`config.mk`:
```
export PLATFORM = sky130hd
export DESIGN_NAME = seven_segment_scanner
export DESIGN_NICKNAME = d
export VERILOG_FILES = /design/src/rtl/seven_segment_scanner.sv
export SDC_FILE = /design/constraint.sdc
export NUM_CORES = 1
export LEC_CHECK = 0
export ABC_AREA = 0
export BUFFER_PORTS_ARGS = -buffer_cell sky130_fd_sc_hd__clkbuf_2
export CORE_MARGIN = 2
export CORE_UTILIZATION = 45
export CTS_CLUSTER_SIZE = 24
export DETAILED_ROUTE_END_ITERATION = 8
export PLACE_DENSITY = 0.65
export REMOVE_ABC_BUFFERS = 1
export SLEW_MARGIN = 20
export SYNTH_ARGS = -nofsm -noshare
export SYNTH_HDL_FRONTEND = slang
export SYNTH_SLANG_ARGS = --single-unit
```
`constraint.sdc`:
```
create_clock -name clk -period 2.6 [get_ports clk]
set_input_delay 0.13 -clock clk [delete_from_list [all_inputs] [get_ports clk]]
set_output_delay 0.13 -clock clk [all_outputs]
set_load 0.02 [all_outputs]
```
`src/rtl/seven_segment_scanner.sv`:
```
// seven_segment_scanner
//
// Time-multiplexed scan controller for NUM_DIGITS common-anode seven-segment
// digits sharing one external combinational hex decoder. A committed display
// word (disp) is scanned one nibble per slot; a shadow word collects new
// values, which are only transferred to disp at a frame boundary so the
// visible pattern never tears mid-frame.
//
// Optional feature macro: LEADING_ZERO_BLANK_EN
//   defined   -> digit k>0 stays dark when nibble k and every higher nibble
//                of disp are zero (digit 0 always lit)
//   undefined -> every digit is lit in its slot outside the guard window
//
// Ports
//   clk      in   single clock, all state on rising edge
//   rst      in   synchronous active-high reset
//   value    in   display word, nibble k -> digit k (digit 0 rightmost)
//   load     in   one-cycle strobe capturing value into the shadow
//   pending  out  shadow holds a value not yet committed
//   commit   out  one-cycle pulse the cycle after a commit
//   hex      out  nibble of the current digit, to the shared decoder
//   seg_in   in   decoder result for hex, {g..a}, active-high
//   seg      out  registered segment drive, active-high
//   an       out  registered anode enables, active-low

module seven_segment_scanner #(
  parameter int NUM_DIGITS   = 4,
  parameter int REFRESH_DIV  = 50000,
  parameter int GUARD_CYCLES = 16
) (
  input  logic                    clk,
  input  logic                    rst,
  input  logic [4*NUM_DIGITS-1:0] value,
  input  logic                    load,
  output logic                    pending,
  output logic                    commit,
  output logic [3:0]              hex,
  input  logic [6:0]              seg_in,
  output logic [6:0]              seg,
  output logic [NUM_DIGITS-1:0]   an
);

  localparam int CNT_W = (REFRESH_DIV > 1) ? $clog2(REFRESH_DIV) : 1;
  localparam int IDX_W = $clog2(NUM_DIGITS);
  localparam logic [CNT_W-1:0] CNT_LAST = CNT_W'(REFRESH_DIV - 1);
  localparam logic [IDX_W-1:0] IDX_LAST = IDX_W'(NUM_DIGITS - 1);

  logic [CNT_W-1:0]        div_cnt_q, div_cnt_d;
  logic [IDX_W-1:0]        idx_q, idx_d;
  logic [4*NUM_DIGITS-1:0] disp_q, disp_d;
  logic [4*NUM_DIGITS-1:0] shadow_q, shadow_d;
  logic                    pending_q, pending_d;
  logic                    commit_q, commit_d;
  logic [6:0]              seg_q, seg_d;
  logic [NUM_DIGITS-1:0]   an_q, an_d;

  logic                    frame_end;
  logic                    in_guard;
  logic [NUM_DIGITS-1:0]   digit_lit;

  // Dead-time window at the start of each slot; a zero guard removes the
  // compare entirely rather than testing against a constant zero.
  if (GUARD_CYCLES == 0) begin : g_no_guard
    assign in_guard = 1'b0;
  end else begin : g_guard
    localparam logic [CNT_W-1:0] GUARD_LIM = CNT_W'(GUARD_CYCLES);
    assign in_guard = (div_cnt_q < GUARD_LIM);
  end

`ifdef LEADING_ZERO_BLANK_EN
  // Walk from the most significant nibble down: once any nonzero nibble has
  // been seen, that digit and every lower one are lit.
  always_comb begin : blank_mask
    logic seen_nz;
    seen_nz   = 1'b0;
    digit_lit = '0;
    for (int k = NUM_DIGITS - 1; k >= 0; k--) begin
      seen_nz      = seen_nz | (disp_q[4*k +: 4] != 4'h0);
      digit_lit[k] = seen_nz || (k == 0);
    end
  end
`else
  assign digit_lit = '1;
`endif

  assign frame_end = (div_cnt_q == CNT_LAST) && (idx_q == IDX_LAST);

  // Current nibble for the shared decoder, straight from registers.
  always_comb begin
    hex = 4'h0;
    for (int k = 0; k < NUM_DIGITS; k++) begin
      if (idx_q == IDX_W'(k)) hex = disp_q[4*k +: 4];
    end
  end

  always_comb begin
    div_cnt_d = div_cnt_q + 1'b1;
    idx_d     = idx_q;
    if (div_cnt_q == CNT_LAST) begin
      div_cnt_d = '0;
      idx_d     = (idx_q == IDX_LAST) ? '0 : idx_q + 1'b1;
    end

    disp_d    = disp_q;
    shadow_d  = shadow_q;
    pending_d = pending_q;
    commit_d  = 1'b0;

    // A load landing on the boundary bypasses the shadow, so the stale
    // shadow content is never shown.
    if (frame_end && load) begin
      disp_d    = value;
      shadow_d  = value;
      pending_d = 1'b0;
      commit_d  = 1'b1;
    end else if (frame_end && pending_q) begin
      disp_d    = shadow_q;
      pending_d = 1'b0;
      commit_d  = 1'b1;
    end else if (load) begin
      shadow_d  = value;
      pending_d = 1'b1;
    end

    // seg and an are registered together from the same idx so the lit
    // digit always carries its own pattern.
    seg_d = seg_in;
    an_d  = '1;
    if (!in_guard) begin
      for (int k = 0; k < NUM_DIGITS; k++) begin
        if ((idx_q == IDX_W'(k)) && digit_lit[k]) an_d[k] = 1'b0;
      end
    end
  end

  always_ff @(posedge clk) begin
    if (rst) begin
      div_cnt_q <= '0;
      idx_q     <= '0;
      disp_q    <= '0;
      shadow_q  <= '0;
      pending_q <= 1'b0;
      commit_q  <= 1'b0;
      seg_q     <= '0;
      an_q      <= '1;
    end else begin
      div_cnt_q <= div_cnt_d;
      idx_q     <= idx_d;
      disp_q    <= disp_d;
      shadow_q  <= shadow_d;
      pending_q <= pending_d;
      commit_q  <= commit_d;
      seg_q     <= seg_d;
      an_q      <= an_d;
    end
  end

  assign pending = pending_q;
  assign commit  = commit_q;
  assign seg     = seg_q;
  assign an      = an_q;

endmodule
```
Yosys cells after proc, flatten, opt, wreduce, memory -nomap -nowiden
Index checks and enable logic that the tools add are counted.
{"block": "word_totals", "ff_bits": 63, "in_bits": 26, "output_inout_bits": 17, "wordCells": 42}
{"block": "classes", "addsub": 2, "order_cmp": 1, "eq_ne": 5, "muxes": 16, "n_reduce_logical": 10}
{"operator": "two-way mux 16 bit", "count": 5}
{"operator": "adder 16 x 1 -> 16 bit (second input constant)", "count": 1}
{"operator": "equality test 16 bit (second input constant)", "count": 1}
{"operator": "less-than comparator 16 x 5 -> 1 bit (second input constant)", "count": 1}
{"operator": "two-way mux 4 bit", "count": 4}
{"operator": "two-way mux 1 bit", "count": 6}
{"operator": "equality test 2 bit (second input constant)", "count": 2}
{"operator": "nonzero test 2 bit", "count": 2}
{"operator": "OR reduction 2 bit", "count": 2}
{"operator": "logical AND 1 bit", "count": 3}
{"operator": "OR reduction 3 bit", "count": 1}
{"operator": "adder 2 x 1 -> 2 bit (second input constant)", "count": 1}
{"operator": "equality test 2 x 1 -> 1 bit (second input constant)", "count": 1}
{"operator": "logical NOT 2 bit", "count": 1}
{"operator": "two-way mux 2 bit", "count": 1}
{"operator": "!= test 2 bit (second input constant)", "count": 1}
{"operator": "AND reduction 2 bit", "count": 1}

Longest topological paths before layout
{"block": "depth", "ltp_word": 5, "mapped_depth": 7, "mapped_depth_nobuf": 6}

Worst setup path after synthesis
OpenSTA, ideal clock, no wires.
{"block": "synth_timing", "path_kind": "reg2reg", "from": "register div_cnt_q[7]", "to": "register disp_q[7]", "setup_ps": 132, "arrival_ps": 1834, "required_time_ps": 2468, "path_slack_ps": 634, "path_stages_with_launch": 7, "path_buffers": 2, "synth_period_minus_slack_ps": 1966, "cell_sequence": "dfxtp_1 -> or4_4 -> or4_1 -> buf_2 -> buf_6 -> o31ai_2 -> a21oi_1"}
{"block": "synth_via", "elab_chain_len": 4, "word_cells_on_any_way": 6, "classes_between": "eq/ne (1); mux (1); reduce/logical (4)"}
{"item": "from (decl)", "line": "48", "text": "logic [CNT_W-1:0] div_cnt_q, div_cnt_d;"}
{"item": "from (signal assigned)", "line": "147", "text": "div_cnt_q <= div_cnt_d;"}
{"item": "equality test 16 bit (*)", "line": "86", "text": "assign frame_end = (div_cnt_q == CNT_LAST) && (idx_q == IDX_LAST);"}
{"item": "logical AND 1 bit (*)", "line": "86"}
{"item": "logical AND 1 bit, on equally long branches", "line": "111, 116"}
{"item": "two-way mux 16 bit / nonzero test 2 bit (equally long branches)"}
{"item": "to (signal assigned)", "line": "149", "text": "disp_q <= disp_d;"}
{"item": "to (decl)", "line": "50", "text": "logic [4*NUM_DIGITS-1:0] disp_q, disp_d;"}
Mark *: on every way between the ends. The rest lies on a longest branch, timed or not.
A chain may end at the register's enable or synchronous reset.

Final worst setup path
{"block": "layout_timing", "from": "register div_cnt_q[4]", "to": "register disp_q[9]"}
The elaborated chain is that of the path after synthesis.

==> metrics <==
Worst slew margin 0.516; CP Capture Type flop; max_cap viols 0; worst reg2reg path depth 5; Netlist cell types 36; clk buf depth 2; GR Util All Layers 0.184; residual overflow from global routing 0; Worst path depth 5; ys async rst share 0; met2 Use GR 0.285; Worst Hold Class in -> reg; DP Area 3180 µm²; first-pass GRT wire length 10.5 mm; # clock sinks 63; critical-path maximum fanout 9; GR Util met3 0.0511; antenna-violating nets left 0; proportion of layout cells with a drive suffix above 1 0.212; number of synthesized register bits 63; CP endpoint disp_q[9]; WP buf/inv 1; Syn Inst Count 336; H-tree levels 3; Mean Syn Cell Area 8.61 µm²; CP Cell Sequence or4_4 -> or4_1 -> buf_4 -> o31ai_2 -> a21oi_1; Resized cells post-CTS 0; Die W 84.2 µm; Final #Nets 413; family with the most delay on the worst path simple AND/OR/NAND/NOR gates; f_max 0.444 GHz; GPL Wtd Cong 0.841; met1 Resource Use GR 0.244; clk_lat worst skew 340 ps; Arrival @ worst endpoint 2470 ps; post-route cell area 3420 µm²; core area 6280 µm²; worst vdd ir 0.280 mV; clk_skew 6.73 ps; TritonCTS clock tree built; Worst Tran Pin Value 727 ps; number of diodes 0; largest net degree at the start of global routing 36; initial antenna violation count 0; Initial DRC Count 113; fin crit share 0.867; drt total wl 6.20 mm; detailed placer's ending HPWL 4.26 mm; critical path's slowest cell or4_1; Setup crit start div_cnt_q[4]; grt peak-use layer met2; Setup TNS 0 ps; number of flops mapped to enable cells by yosys 0; Period minus WS final 2250 ps; unrepaired setup endpoints after global routing false; Clk Tree Root Cell clkbuf_8; Leak 1.25 nW; DR pass1 iterations 4; final slew viol count 0; Die Span Y 84.2 µm; Fin. Hold Viols 0; mapped cell area 2890 µm²; RR Endpoint disp_q[9]; required time worst endpoint 2820 ps; CP max stage delay 640 ps; Final Setup Violations 0; DIE AREA 7080 µm²; power density over the cells 560 nW/µm²; I/O Pins 43; row count 29; Post-route DRC 0; FF-to-FF Start div_cnt_q[4]; status finished, final reports clean; Buffers on Ports 42; vias 2448; initial core utilization 0.461; Vias per Instance 5.28; wire length per cell 13.4 µm; top_reg_cell synth dfxtp_1; Inserted Clock Buffers 9; Worst-path clk slew 80 ps; R2R setup slack 350 ps; sequential fraction of the synthesis area 0.436; vias in the first global route 2276; Crit Path Class reg -> reg; YS warnings 0; CP startpoint kind flop; Area Growth Syn to Fin 18.4%
cells in the final DEF (no fill, tap or decap), types with 3 or more instances in the layout:
cell           Yosys  layout
nor2b_1            7       7
mux2i_1           18      18
nor4_1             3       3
xnor2_1           11      11
a21oi_1           37      37
inv_1             10      10
nor3_1             8       7
nor2_1            24      24
buf_4              0      10
nand3_1           20      20
nand4_1            6       6
o31ai_2            8       8
nand2_1           30      30
ha_1               5       5
o31ai_1            6       6
o21ai_0           19      19
clkbuf_2           0      42
dlygate4sd3_1      0       6
nand2b_1          16      16
clkinvlp_4         0       3
clkbuf_8           0      11
nand3b_1           4       4
dfxtp_1           63      63
worst min-delay path by stage:
stage                 end  cells past startpoint       from  slack (ps)
3_5_place_dp       seg[3]                      2  seg_in[3]         340
3_3_place_gp       seg[1]                      2  seg_in[1]         340
5_1_grt            seg[1]                      2  seg_in[1]           7
2_1_floorplan  disp_q[10]                      1        rst         200
4_1_cts            seg[1]                      2  seg_in[1]           1
6_report           seg[1]                      2  seg_in[1]           8
sequential cells by signal (all words and copies together) (netlist names):
signal     flops
div_cnt_q     16
pending        1
shadow_q      16
seg            7
idx_q          2
disp_q        16
commit         1
an             4
synthesized netlist by cell type, types with 2 or more instances:
cell type,instances,area (µm²)
dfxtp_1,63,1260
nand3b_1,4,30.0
nand2b_1,16,100
nor2b_1,7,43.8
a221oi_1,2,17.5
xnor2_1,11,96.3
nor4_1,3,18.8
or3_1,2,12.5
nand3_1,20,100
o31ai_1,6,45.0
buf_1,4,15.0
a21oi_1,37,185
nor3_1,8,40.0
or4_1,2,15.0
o21ai_0,19,95.1
ha_1,5,62.6
nor2_1,24,90.1
clkbuf_1,14,52.6
o31ai_2,8,100
buf_2,4,20.0
nand4_1,6,37.5
mux2i_1,18,180
nand2_1,30,113
inv_1,10,37.5
xor2_1,2,17.5
worst reg2reg max path: stages, from the launching register on:
cell and delay (ps):
dfxtp_1 360, or4_4 550, or4_1 640, buf_4 280, o31ai_2 210, a21oi_1 90
timing repair:
action,in CTS,in global routing
hold buffers,6,0
endpoints found under the setup margin,0,0
hold endpoints to repair,6,0
buffers inserted,0,0
metrics by stage:
stage               setup slack [ps]  hold WS [ps]   util  std cells  power [mW]
finish                           346          7.72  0.545        464        1.92
global route                     268          6.95  0.545        464        2.00
detailed placement               358           342  0.506        442        1.15
global placement                 403           337  0.506        442        1.15
CTS                              353          1.28  0.545        464        1.94
floorplan                        279           199      -        313        1.09
cells by family after synthesis:
| group | after synthesis | synth area share |
|---|---|---|
| AO/OA/AOI/OAI | 77 | 0.167 |
| adder cells (fa/ha/maj) | 5 | 0.0216 |
| multiplexers | 18 | 0.0623 |
| flip-flops | 63 | 0.436 |
| AND/OR/NAND/NOR | 127 | 0.227 |
| buffers and inverters | 33 | 0.0472 |
| XOR/XNOR | 13 | 0.0394 |
power breakdown:
group,internal (mW),switching [mW],total (mW)
logic,0.0603,0.0720,0.132
registers,0.989,0.0136,1.00
clock network,0.394,0.387,0.780
layout make-up:
cell class	instances	area, µm²
timing repair buffer	58	345
inverter	10	37.5
multi-input combinational	240	1500
fill	608	2850
sequential	63	1260
tap	77	96.3
clock inverter	5	32.5
clock buffer	11	151
routing by layer:
layer	part of all wire	up-vias	wire, µm
li1	-	1266	-
met1	0.49	1124	3020
met2	0.45	46	2810
met3	0.041	12	257
met4	0.019	0	115
met5	0	-	0
Note: power is estimated with default switching activity, not from simulation.
